$ cat src/rtl/quad_speed_meter.sv
// Quadrature encoder speed meter: decodes A/B steps into a saturating signed
// edge count per fixed gate window and reports magnitude, direction and errors.
module quad_speed_meter #(
    parameter int WINDOW = 500000
) (
    input  logic        theClock,
    input  logic        theReset,
    input  logic        enc_a,
    input  logic        enc_b,
    input  logic        enable,
    output logic [15:0] speed,
    output logic [7:0]  dir,
    output logic        valid,
    output logic [7:0]  err_cnt
);

    localparam int                TW       = 24;
    localparam logic [TW-1:0]     TMR_LOAD = TW'(WINDOW - 1);
    localparam logic signed [17:0] ACC_MAX = 18'sd131071;
    localparam logic signed [17:0] ACC_MIN = -18'sd131071;

    logic [1:0]         rst_sync_q;
    logic [1:0]         sync1_q, sync2_q, prev_q;
    logic               primed_q;
    logic               en_q;
    logic [TW-1:0]      tmr_q, tmr_d;
    logic signed [17:0] acc_q, acc_d;
    logic [15:0]        speed_q, speed_d;
    logic [7:0]         dir_q, dir_d;
    logic               valid_q, valid_d;
    logic [7:0]         err_q, err_d;

    logic               active;
    logic               en_d;
    logic [1:0]         delta;
    logic               step_fwd, step_rev, step_bad;
    logic               win_end;
    logic signed [17:0] acc_step;
    logic [17:0]        acc_mag;
    logic [15:0]        speed_cap;
    logic [7:0]         dir_cap;

    // Position of an {A,B} pair along the forward sequence 00->10->11->01.
    function automatic logic [1:0] phase_of(input logic [1:0] ab);
        logic [1:0] p;
        case (ab)
            2'b00:   p = 2'd0;
            2'b10:   p = 2'd1;
            2'b11:   p = 2'd2;
            default: p = 2'd3;
        endcase
        return p;
    endfunction

    assign active = rst_sync_q[1];
    assign en_d   = enable & active;

    always_comb begin
        delta    = phase_of(sync2_q) - phase_of(prev_q);
        step_fwd = primed_q && (delta == 2'd1);
        step_rev = primed_q && (delta == 2'd3);
        step_bad = primed_q && (delta == 2'd2);
        win_end  = en_q && (tmr_q == '0);
    end

    always_comb begin
        acc_step = acc_q;
        if (step_fwd && (acc_q != ACC_MAX)) begin
            acc_step = acc_q + 18'sd1;
        end else if (step_rev && (acc_q != ACC_MIN)) begin
            acc_step = acc_q - 18'sd1;
        end
        acc_mag   = acc_step[17] ? 18'(-acc_step) : 18'(acc_step);
        speed_cap = (|acc_mag[17:16]) ? 16'hFFFF : acc_mag[15:0];
        if (acc_step == 18'sd0) begin
            dir_cap = 8'h00;
        end else if (acc_step[17]) begin
            dir_cap = 8'hFF;
        end else begin
            dir_cap = 8'h01;
        end
    end

    always_comb begin
        tmr_d   = tmr_q;
        acc_d   = acc_step;
        speed_d = speed_q;
        dir_d   = dir_q;
        valid_d = 1'b0;
        err_d   = err_q;
        if (!en_q || win_end) begin
            tmr_d = TMR_LOAD;
            acc_d = '0;
        end else begin
            tmr_d = tmr_q - 1'b1;
        end
        // The capture includes the step decoded on the window-end cycle itself.
        if (!enable) begin
            speed_d = '0;
            dir_d   = '0;
        end else if (win_end) begin
            speed_d = speed_cap;
            dir_d   = dir_cap;
            valid_d = 1'b1;
        end
        if (step_bad && (err_q != 8'hFF)) begin
            err_d = err_q + 8'd1;
        end
    end

    always_ff @(posedge theClock or negedge theReset) begin
        if (!theReset) begin
            rst_sync_q <= '0;
            sync1_q    <= '0;
            sync2_q    <= '0;
            prev_q     <= '0;
            primed_q   <= 1'b0;
            en_q       <= 1'b0;
            tmr_q      <= TMR_LOAD;
            acc_q      <= '0;
            speed_q    <= '0;
            dir_q      <= '0;
            valid_q    <= 1'b0;
            err_q      <= '0;
        end else begin
            rst_sync_q <= {rst_sync_q[0], 1'b1};
            sync1_q    <= {enc_a, enc_b};
            sync2_q    <= sync1_q;
            prev_q     <= sync2_q;
            primed_q   <= active;
            en_q       <= en_d;
            tmr_q      <= tmr_d;
            acc_q      <= acc_d;
            speed_q    <= speed_d;
            dir_q      <= dir_d;
            valid_q    <= valid_d;
            err_q      <= err_d;
        end
    end

    assign speed   = speed_q;
    assign dir     = dir_q;
    assign valid   = valid_q;
    assign err_cnt = err_q;

endmodule

$ cat config.mk
export PLATFORM = sky130hd
export DESIGN_NAME = quad_speed_meter
export DESIGN_NICKNAME = d
export VERILOG_FILES = /design/src/rtl/quad_speed_meter.sv
export SDC_FILE = /design/constraint.sdc
export NUM_CORES = 1
export LEC_CHECK = 0
export BUFFER_PORTS_ARGS = -buffer_cell sky130_fd_sc_hd__buf_2
export CAP_MARGIN = 10
export CORE_MARGIN = 4
export CORE_UTILIZATION = 40
export DETAILED_ROUTE_END_ITERATION = 10
export PLACE_DENSITY = 0.66
export SKIP_CTS_REPAIR_TIMING = 1
export SYNTH_ARGS = -nofsm -noshare
export SYNTH_HDL_FRONTEND = slang
export SYNTH_SLANG_ARGS = --single-unit
$ cat constraint.sdc
create_clock -name theClock -period 5.2 [get_ports theClock]
set_input_delay 0.52 -clock theClock [delete_from_list [all_inputs] [get_ports theClock]]
set_output_delay 0.52 -clock theClock [all_outputs]
set_load 0.01 [all_outputs]
==> results of run 1 <==
## synth_stat cells (10+ instances only)
| cell type | number | area [um^2] |
|---|---|---|
| a21oi_1 | 13 | 65.1 |
| and2_1 | 10 | 62.6 |
| buf_4 | 12 | 90.1 |
| dfrtp_1 | 68 | 1700 |
| dfstp_2 | 11 | 289 |
| ha_1 | 10 | 125 |
| nand2_1 | 44 | 165 |
| nand3_1 | 14 | 70.1 |
| nor2_1 | 58 | 218 |
| nor3_1 | 16 | 80.1 |
| o21ai_0 | 22 | 110 |
| xnor2_1 | 29 | 254 |
| xor2_1 | 27 | 236 |
## layout make-up
cell class	instances	area, um^2	area share
clock buffers	11	253	0.0497
clock inverters	5	80.1	0.0158
inverters	7	26.3	0.00517
multi-input cells	358	2360	0.463
flip-flops and latches	79	1990	0.392
well taps	140	175	0.0345
repair buffers	39	203	0.0399
## final timing paths
path	end	cells past startpoint
max	speed[0]	12
min	sync1_q[1]	1
max reg2reg	speed[0]	12
min reg2reg	rst_sync_q[1]	0
max in group asynchronous	en_q	1
min in group asynchronous	prev_q[1]	1
## sequential cells by signal, indices dropped and copies added (netlist names)
signal / count
acc_q: 18
en_q: 1
rst_sync_q: 2
primed_q: 1
sync2_q: 2
err_cnt: 8
valid: 1
dir: 2
sync1_q: 2
prev_q: 2
speed: 16
tmr_q: 24
## kinds of logic (layout without fill, tap and decap cells)
group                      Yosys count  after routing
muxes                                1              1
other                                1              1
adders and majority gates           10             10
xor gates and xnor gates            59             59
AOI/OAI and AO/OA                   86             86
and+or+nand+nor                    201            201
DFF                                 79             79
buffers and inverters               30             62
## power by group through the flow
| stage | clock network (W) | registers (W) | logic (W) |
|---|---|---|---|
| detailed placement | 0 | 0.000698 | 0.000381 |
| global route | 0.000745 | 0.000694 | 0.000422 |
| floorplan | 0 | 0.000693 | 0.000276 |
| CTS | 0.000715 | 0.000688 | 0.000383 |
| finish | 0.000699 | 0.000688 | 0.000382 |
| global placement | 0 | 0.000698 | 0.000376 |
## stage by stage
| stage | instances | setup slack, ns | hold slack [ns] | total power [W] | util |
|---|---|---|---|---|---|
| after floorplan | 467 | 1.68 | 0.224 | 0.000969 | - |
| after global placement | 623 | 1.28 | 0.332 | 0.00107 | 0.433 |
| after detailed placement | 623 | 1.24 | 0.339 | 0.00108 | 0.433 |
| after CTS | 639 | 1.22 | 0.271 | 0.00179 | 0.463 |
| after global routing | 639 | 0.961 | 0.267 | 0.00186 | 0.463 |
| final | 639 | 1.14 | 0.284 | 0.00177 | 0.463 |
## per-layer routing
layer  share of wire  vias up  wire length, um  GRT usage
li1                -     1702                -          -
met1            0.45     1760             4800      0.218
met2            0.48      100             5130      0.276
met3           0.037       23              394     0.0375
met4           0.031        0              333     0.0823
met5               0        -                0          0
## critical path, cell delays in order (launching register included)
cell and delay, ns:
dfrtp_1 0.38, ha_1 0.29, inv_1 0.06, ha_1 0.16, xnor3_2 0.51, a311oi_2 0.72
a32oi_1 0.16, xnor2_1 0.25, and4b_1 0.34, nand4b_2 0.17, or4_4 0.47, a21o_4 0.31
a21oi_1 0.17
==> results.md, run 1 <==
- Routed Antenna Nets: 0
- DP Area: 4750 um^2
- Vias/cell: 5.61
- Yosys reg bits: 79
- Die Ht: 114 um
- Commonest non-fill, non-tap cell in the layout: dfrtp_1
- Drt wl/cell: 16.7 um
- Vias in the first global route: 3492
- CTS H-tree lvls: 3
- Worst slew pin tran: 0.994 ns
- Seq/Total Area, Yosys: 0.439
- Unique masters post-synth: 75
- P_sw: 0.000534 W
- Initial core utilization: 0.413
- Post-synth EDFFs: 0
- Crit. Startpoint: prev_q[0]
- Comb power frac: 0.216
- Routability congestion estimate: 0.934
- Area growth, synth to finish: 12.2%
- Clock sinks: 79
- Layout cells sized above 1: 0.190
- WP data arrival: 4.32 ns
- Tcrit/Tclk final: 0.780
- Peak supply drop: 0.000257 V
- Clk pwr share: 0.395
- Initial antenna violation count: 0
- Largest net degree at the start of global routing: 80
- First DRT Iteration DRCs: 217
- Worst slew margin: 0.337
- GRT overflow: 0
- Clock transition at the registers of the reported paths: 0.06 ns
- Fin crit period: 4.06 ns
- CTS tree: done
- Status: finished clean
- Post-Synth XOR/XNOR Area: 0.123
- Setup violators final: 0
- Worst hold path type: primary input to flip-flop
- Root Buffer: clkbuf_16
- Worst reg2reg setup slack: 1.14 ns
- Port buffer count: 37
- Syn_nets: 482
- Synth Area in Adders: 0.0276
- DRC Markers: 0
- CTS buffer count: 9
- Post-Synth Simple-Gate Area: 0.230
- Critical Path RT: 5.47 ns
- Syn_area_per_cell: 9.70 um^2
- Clock skew: 0.00888 ns
- Placeable Area: 11000 um^2
- Number of fill cells: 1032
- Most used DFF post-synth: dfrtp_1
- Post-Synthesis Cell Area: 4530 um^2
- Post-route cell area: 5080 um^2
- Critical register-to-register path startpoint: prev_q[0]
- Detailed Place HPWL: 7490 um
- Worst-path fanout max: 15
- Fin. Hold Viols: 0
- Kind of critical path: flip-flop to flip-flop
- Placement Rows: 38
- RSZ-0062 raised after global routing: false
- Drt pass-1 iters: 4
- Fraction of registers with async set or reset after synthesis: 1.00
- Skew-Pair Late Insertion Delay: 0.34 ns
- Most frequent cells in the layout: 68 x dfrtp_1, 58 x nor2_1, 44 x nand2_1
- Sw frac: 0.302
- Leakage: 2.22 nW
- Share of power burned in registers: 0.389
- Total track usage: 0.171
- Pins Over Slew Limit: 0
- Synth warn: 0
- Ant diodes: 0
- P_int: 0.00124 W
- Setup TNS: 0 ns
- Mux cell area share after synthesis: 0.00248
- Fmax: 0.247 GHz
- Vias: 3585
- CP Launch Type: flip-flop
- Die span in x: 114 um
- Hold_sp: enc_a
- Final wirelength: 10700 um
- Power Density: 348 nW/um^2
- Num ports: 38
- CP endpoint kind: flip-flop
- Largest family of logic cells by synthesized area: simple AND/OR/NAND/NOR gates
- DIE AREA: 13100 um^2
- First-pass GRT wire length: 17600 um
- Max Root-Sink Buffers: 2
- Post-synthesis compound-gate area fraction: 0.136
- Cells after Synth: 467
- Max-cap violations: 0
- Post-layout nets: 509
Note: power is estimated with default switching activity, not from simulation.
==> run 2: changes to the inputs <==
clock period = 3.77 ns   (was 5.2 ns; I/O delays follow)
==> results.md, run 2 (same netlist as run 1, synthesis figures left out) <==
- Most frequent cells in the layout: 68 x dfrtp_1, 56 x nor2_1, 44 x nand2_1
- Fin. Hold Viols: 0
- Commonest non-fill, non-tap cell in the layout: dfrtp_1
- DP Area: 5010 um^2
- Worst slew pin tran: 0.982 ns
- CP Launch Type: flip-flop
- First-pass GRT wire length: 18300 um
- Worst hold path type: primary input to flip-flop
- Post-route cell area: 5360 um^2
- Peak supply drop: 0.000302 V
- Skew-Pair Late Insertion Delay: 0.35 ns
- Detailed Place HPWL: 8040 um
- Vias in the first global route: 3673
- RSZ-0062 raised after global routing: false
- Tcrit/Tclk final: 0.924
- Die span in x: 114 um
- Sw frac: 0.324
- P_sw: 0.000778 W
- Worst slew margin: 0.345
- Setup violators final: 0
- Routed Antenna Nets: 0
- Max FFs per register: 24
- Kind of critical path: flip-flop to flip-flop
- Max-cap violations: 0
- DRC Markers: 0
- Post-layout nets: 546
- Vias/cell: 5.48
- CP endpoint kind: flip-flop
- CTS H-tree lvls: 3
- Drt wl/cell: 16.2 um
- Ant diodes: 0
- Critical Path RT: 4.05 ns
- Initial core utilization: 0.413
- Final wirelength: 10900 um
- Comb power frac: 0.267
- Port buffer count: 37
- Initial antenna violation count: 0
- Die Ht: 114 um
- Routability congestion estimate: 1.01
- Vias: 3703
- Clock transition at the registers of the reported paths: 0.06 ns
- Status: finished clean
- Share of power burned in registers: 0.392
- Fmax: 0.287 GHz
- Clock sinks: 79
- Layout cells sized above 1: 0.259
- Worst-path fanout max: 15
- Root Buffer: clkbuf_16
- Area growth, synth to finish: 18.2%
- Setup TNS: 0 ns
- CTS tree: done
- Total track usage: 0.177
- Clock skew: 0.00725 ns
- Drt pass-1 iters: 5
- Largest net degree at the start of global routing: 80
- GRT overflow: 0
- CTS buffer count: 9
- Fin crit period: 3.48 ns
- Placeable Area: 11000 um^2
- WP data arrival: 3.76 ns
- Biggest register: tmr_q
- Power Density: 449 nW/um^2
- Placement Rows: 38
- DIE AREA: 13100 um^2
- Max Root-Sink Buffers: 2
- Clk pwr share: 0.341
- P_int: 0.00162 W
- Pins Over Slew Limit: 0
- Num ports: 38
- Leakage: 2.40 nW
- First DRT Iteration DRCs: 220
==> run 2: cell count changes in the layout (fill, tap and decap cells not counted), sizes merged <==
cell      before  now
clkinv         1    6
inv            7    8
clkinvlp       2    0
clkbuf        11    9
bufinv         2    0
buf           39   76
==> run 2: stage by stage <==
stage	power [W]	instances	hold slack, ns	setup slack (ns)	utilization
6_report	0.00240	676	0.137	0.288	0.488
5_1_grt	0.00253	676	0.130	0.0449	0.488
4_1_cts	0.00241	674	0.123	0.0126	0.482
3_5_place_dp	0.00158	658	0.336	0.0237	0.456
3_3_place_gp	0.00158	658	0.333	0.0390	0.456
2_1_floorplan	0.00134	467	0.0814	0.248	-
==> run 2: metal layers <==
layer | wire length [um] | track usage | up-vias
li1 | - | - | 1782
met1 | 4860 | 0.227 | 1818
met2 | 5360 | 0.291 | 82
met3 | 433 | 0.0322 | 21
met4 | 293 | 0.0792 | 0
met5 | 0 | 0 | -
==> run 2: cell type report <==
cell class	instances	area, um^2
fillers	987	5630
well taps	140	175
multi-input cells	358	2400
clock buffers	9	225
clock inverters	7	57.6
flip-flops and latches	79	1990
repair buffers	76	480
inverters	7	26.3
==> run 2: critical path, stage by stage, from the launching register on <==
cell and delay (ns):
dfrtp_1 0.40, ha_1 0.31, ha_1 0.35, nand2b_4 0.20, nor2_4 0.15, nand2_1 0.11
buf_4 0.15, a211oi_1 0.33, a211o_1 0.15, o31ai_1 0.09, nand4b_2 0.23, or4_4 0.45
a21o_4 0.31, a21oi_1 0.16
==> run 2: path summary, 6_finish.rpt <==
| check | from | endpoint | slack [ns] | depth (start not counted) |
|---|---|---|---|---|
| setup / recovery | sync2_q[0] | speed[0] | 0.29 | 13 |
| hold / removal | enc_a | sync1_q[1] | 0.14 | 1 |
| setup reg to reg | sync2_q[0] | speed[0] | 0.29 | 13 |
| hold reg to reg | rst_sync_q[0] | rst_sync_q[1] | 0.35 | 0 |
| max in group asynchronous | theReset | tmr_q[5] | 2.95 | 1 |
| min in group asynchronous | theReset | prev_q[1] | 0.20 | 1 |
==> run 2: power by group through the flow <==
stage,Clock [W],Combinational [W],Sequential (W)
global placement,0,0.000619,0.000957
floorplan,0,0.000381,0.000956
global route,0.000878,0.000703,0.000952
CTS,0.000847,0.000626,0.000942
detailed placement,0,0.000623,0.000956
finish,0.000819,0.000642,0.000942
==> run 3: changes to the inputs <==
ABC_AREA = 1   (was default)
PLACE_DENSITY = default   (was 0.66)
==> results.md, run 3 <==
- Largest net degree at the start of global routing: 55
- Cells after Synth: 770
- Setup violators final: 0
- Most frequent cell after synthesis: nand2_1
- Syn_nets: 785
- Synth cell count leaders: 265 x nand2_1, 111 x nor2_1, 69 x inv_1
- Pins Over Slew Limit: 0
- Max FFs per register: 24
- Worst slew margin: 0.547
- Post-synth top area cell: dfrtp_1
- Worst-path fanout max: 16
- P_int: 0.00169 W
- Yosys reg bits: 79
- Fraction of registers with async set or reset after synthesis: 1.00
- Initial antenna violation count: 0
- CP Launch Type: flip-flop
- Initial core utilization: 0.410
- First-pass GRT wire length: 22300 um
- Worst slew pin tran: 0.680 ns
- Num ports: 38
- Area growth, synth to finish: 9.66%
- DRC Markers: 0
- Slowest Stage Delay on Critical Path: 0.47 ns
- CTS tree: done
- DIE AREA: 15600 um^2
- CP endpoint kind: flip-flop
- Placement Rows: 42
- WHS: 0.0911 ns
- P_sw: 0.000966 W
- Seq/Total Area, Yosys: 0.363
- Critical Path RT: 3.99 ns
- Clock skew: 0.00716 ns
- M1 WL: 6750 um
- Share of power burned in registers: 0.356
- Post-layout nets: 814
- Cells along the critical path: ha_1, ha_1, nor2_2, nand3_1, nor2_4, o21ai_1, nand2_1, and2_1, inv_1, nor2_1, xor2_1, nand2_1, nand2_1, nand2_1
- Routed met3 length: 426 um
- Final wirelength: 12800 um
- WP data arrival: 3.50 ns
- Routability congestion estimate: 0.897
- Total track usage: 0.172
- Detailed Place HPWL: 9790 um
- Die span in x: 125 um
- Met2 Wirelength: 5420 um
- Port buffer count: 37
- Drt wl/cell: 13.1 um
- Post-Synthesis Cell Area: 5480 um^2
- CTS buffer count: 9
- CTS H-tree lvls: 3
- Fin. Hold Viols: 0
- Vias/cell: 4.70
- Status: finished clean
- Vias: 4605
- Drt pass-1 iters: 4
- GRT overflow: 0
- Ant diodes: 0
- Most frequent cells in the layout: 265 x nand2_1, 111 x nor2_1, 69 x inv_1
- Clock sinks: 79
- Synth warn: 0
- Max Root-Sink Buffers: 2
- Power Density: 441 nW/um^2
- Synth area leaders: dfrtp_1 31%, nand2_1 18%, nor2_1 7.6%
- Synth top area share: 0.311
- Kind of critical path: flip-flop to flip-flop
- Post-synth EDFFs: 0
- Comb power frac: 0.315
- Clock transition at the registers of the reported paths: 0.06 ns
- Syn_area_per_cell: 7.12 um^2
- Clk pwr share: 0.330
- Unique masters post-synth: 45
- Commonest non-fill, non-tap cell in the layout: nand2_1
- First DRT Iteration DRCs: 354
- Fin crit period: 3.28 ns
- RSZ-0062 raised after global routing: false
- Slowest stage cell on the critical path: and2_1
- Fmax: 0.305 GHz
- Worst hold path type: primary input to asynchronous set/reset pin
- Setup TNS: 0 ns
- Leakage: 3.16 nW
- Tcrit/Tclk final: 0.870
- Most used DFF post-synth: dfrtp_1
- Vias in the first global route: 4475
- Sw frac: 0.364
- Peak supply drop: 0.000235 V
- Skew-Pair Late Insertion Delay: 0.34 ns
- Biggest register: tmr_q
- Root Buffer: clkbuf_16
- Max-cap violations: 0
- Crit-path most repeated cell: nand2_1
- Die Ht: 125 um
- Layout cells sized above 1: 0.157
- Routed Antenna Nets: 0
- Top sig layer: met4
- Placeable Area: 13300 um^2
run 3: cell types whose count changed after synthesis, moves of 7 or more:
cell	delta
xor2_1	+15
a21oi_2	-7
nor2_1	+53
xnor2_1	-23
inv_1	+62
and2_1	-9
nand2_2	+12
o21ai_0	-16
nor2_2	+10
a21oi_1	-8
nand2_1	+221
nand3_1	+43
run 3: kinds of logic (layout without fill, tap and decap cells):
family | Yosys count | count (layout) | synth area share
mux | 1 | 1 | 0.00206
simple gates | 505 | 505 | 0.411
buf+inv | 104 | 138 | 0.0968
fa+ha+maj | 10 | 10 | 0.0228
xor+xnor | 49 | 49 | 0.0797
flops | 79 | 79 | 0.363
other cells | 1 | 1 | 0.000684
compound gates | 21 | 21 | 0.0237
run 3: worst paths after layout:
path                       startpoint    endpoint  slack [ns]  depth (start not counted)
setup / recovery           sync2_q[0]    speed[3]        0.49                         14
hold / removal               theReset    speed[5]        0.09                          1
setup reg to reg           sync2_q[0]    speed[3]        0.49                         14
hold reg to reg            sync1_q[1]  sync2_q[1]        0.36                          0
max in group asynchronous    theReset   tmr_q[18]        2.85                          2
min in group theClock           enc_b  sync1_q[0]        0.15                          1
run 3: cell type report:
cell class	count	area, um^2
fillers	1382	7340
multi-input cells	587	2960
flip-flops and latches	79	1990
inverters	78	295
repair buffers	44	240
clock buffers	9	225
well taps	176	220
clock inverters	7	78.8
run 3: worst max-delay path, delay by kind of cell, from the launching register on:
family	cells	cell delay (ns)
xor+xnor	1	0.15
fa+ha+maj	2	0.62
compound gates	1	0.10
buf+inv	1	0.18
flops	1	0.39
simple gates	9	1.70
run 3: per-stage QoR:
step / setup WS (ns) / power, W / cell area [um^2] / util / cells
final: 0.491 / 0.00265 / 6010 / 0.450 / 980
after global routing: 0.160 / 0.00284 / 6010 / 0.450 / 980
after CTS: 0.488 / 0.00268 / 6010 / 0.450 / 980
after detailed placement: 0.508 / 0.00179 / 5700 / 0.427 / 964
after global placement: 0.558 / 0.00179 / 5700 / 0.427 / 964
after floorplan: 1.03 / 0.00162 / 5480 / - / 770
run 3: per-layer routing:
layer  track usage  vias to the layer above
met5             0                        -
met3        0.0230                       16
met2         0.249                       62
met4        0.0555                        0
li1              -                     2426
met1         0.265                     2101
run 3: power by group through the flow:
stage	registers (W)	logic, W	clock network (W)
finish	0.000944	0.000834	0.000874
global placement	0.000958	0.000836	0
floorplan	0.000951	0.000670	0
CTS	0.000944	0.000836	0.000899
global route	0.000953	0.000952	0.000932
detailed placement	0.000959	0.000831	0
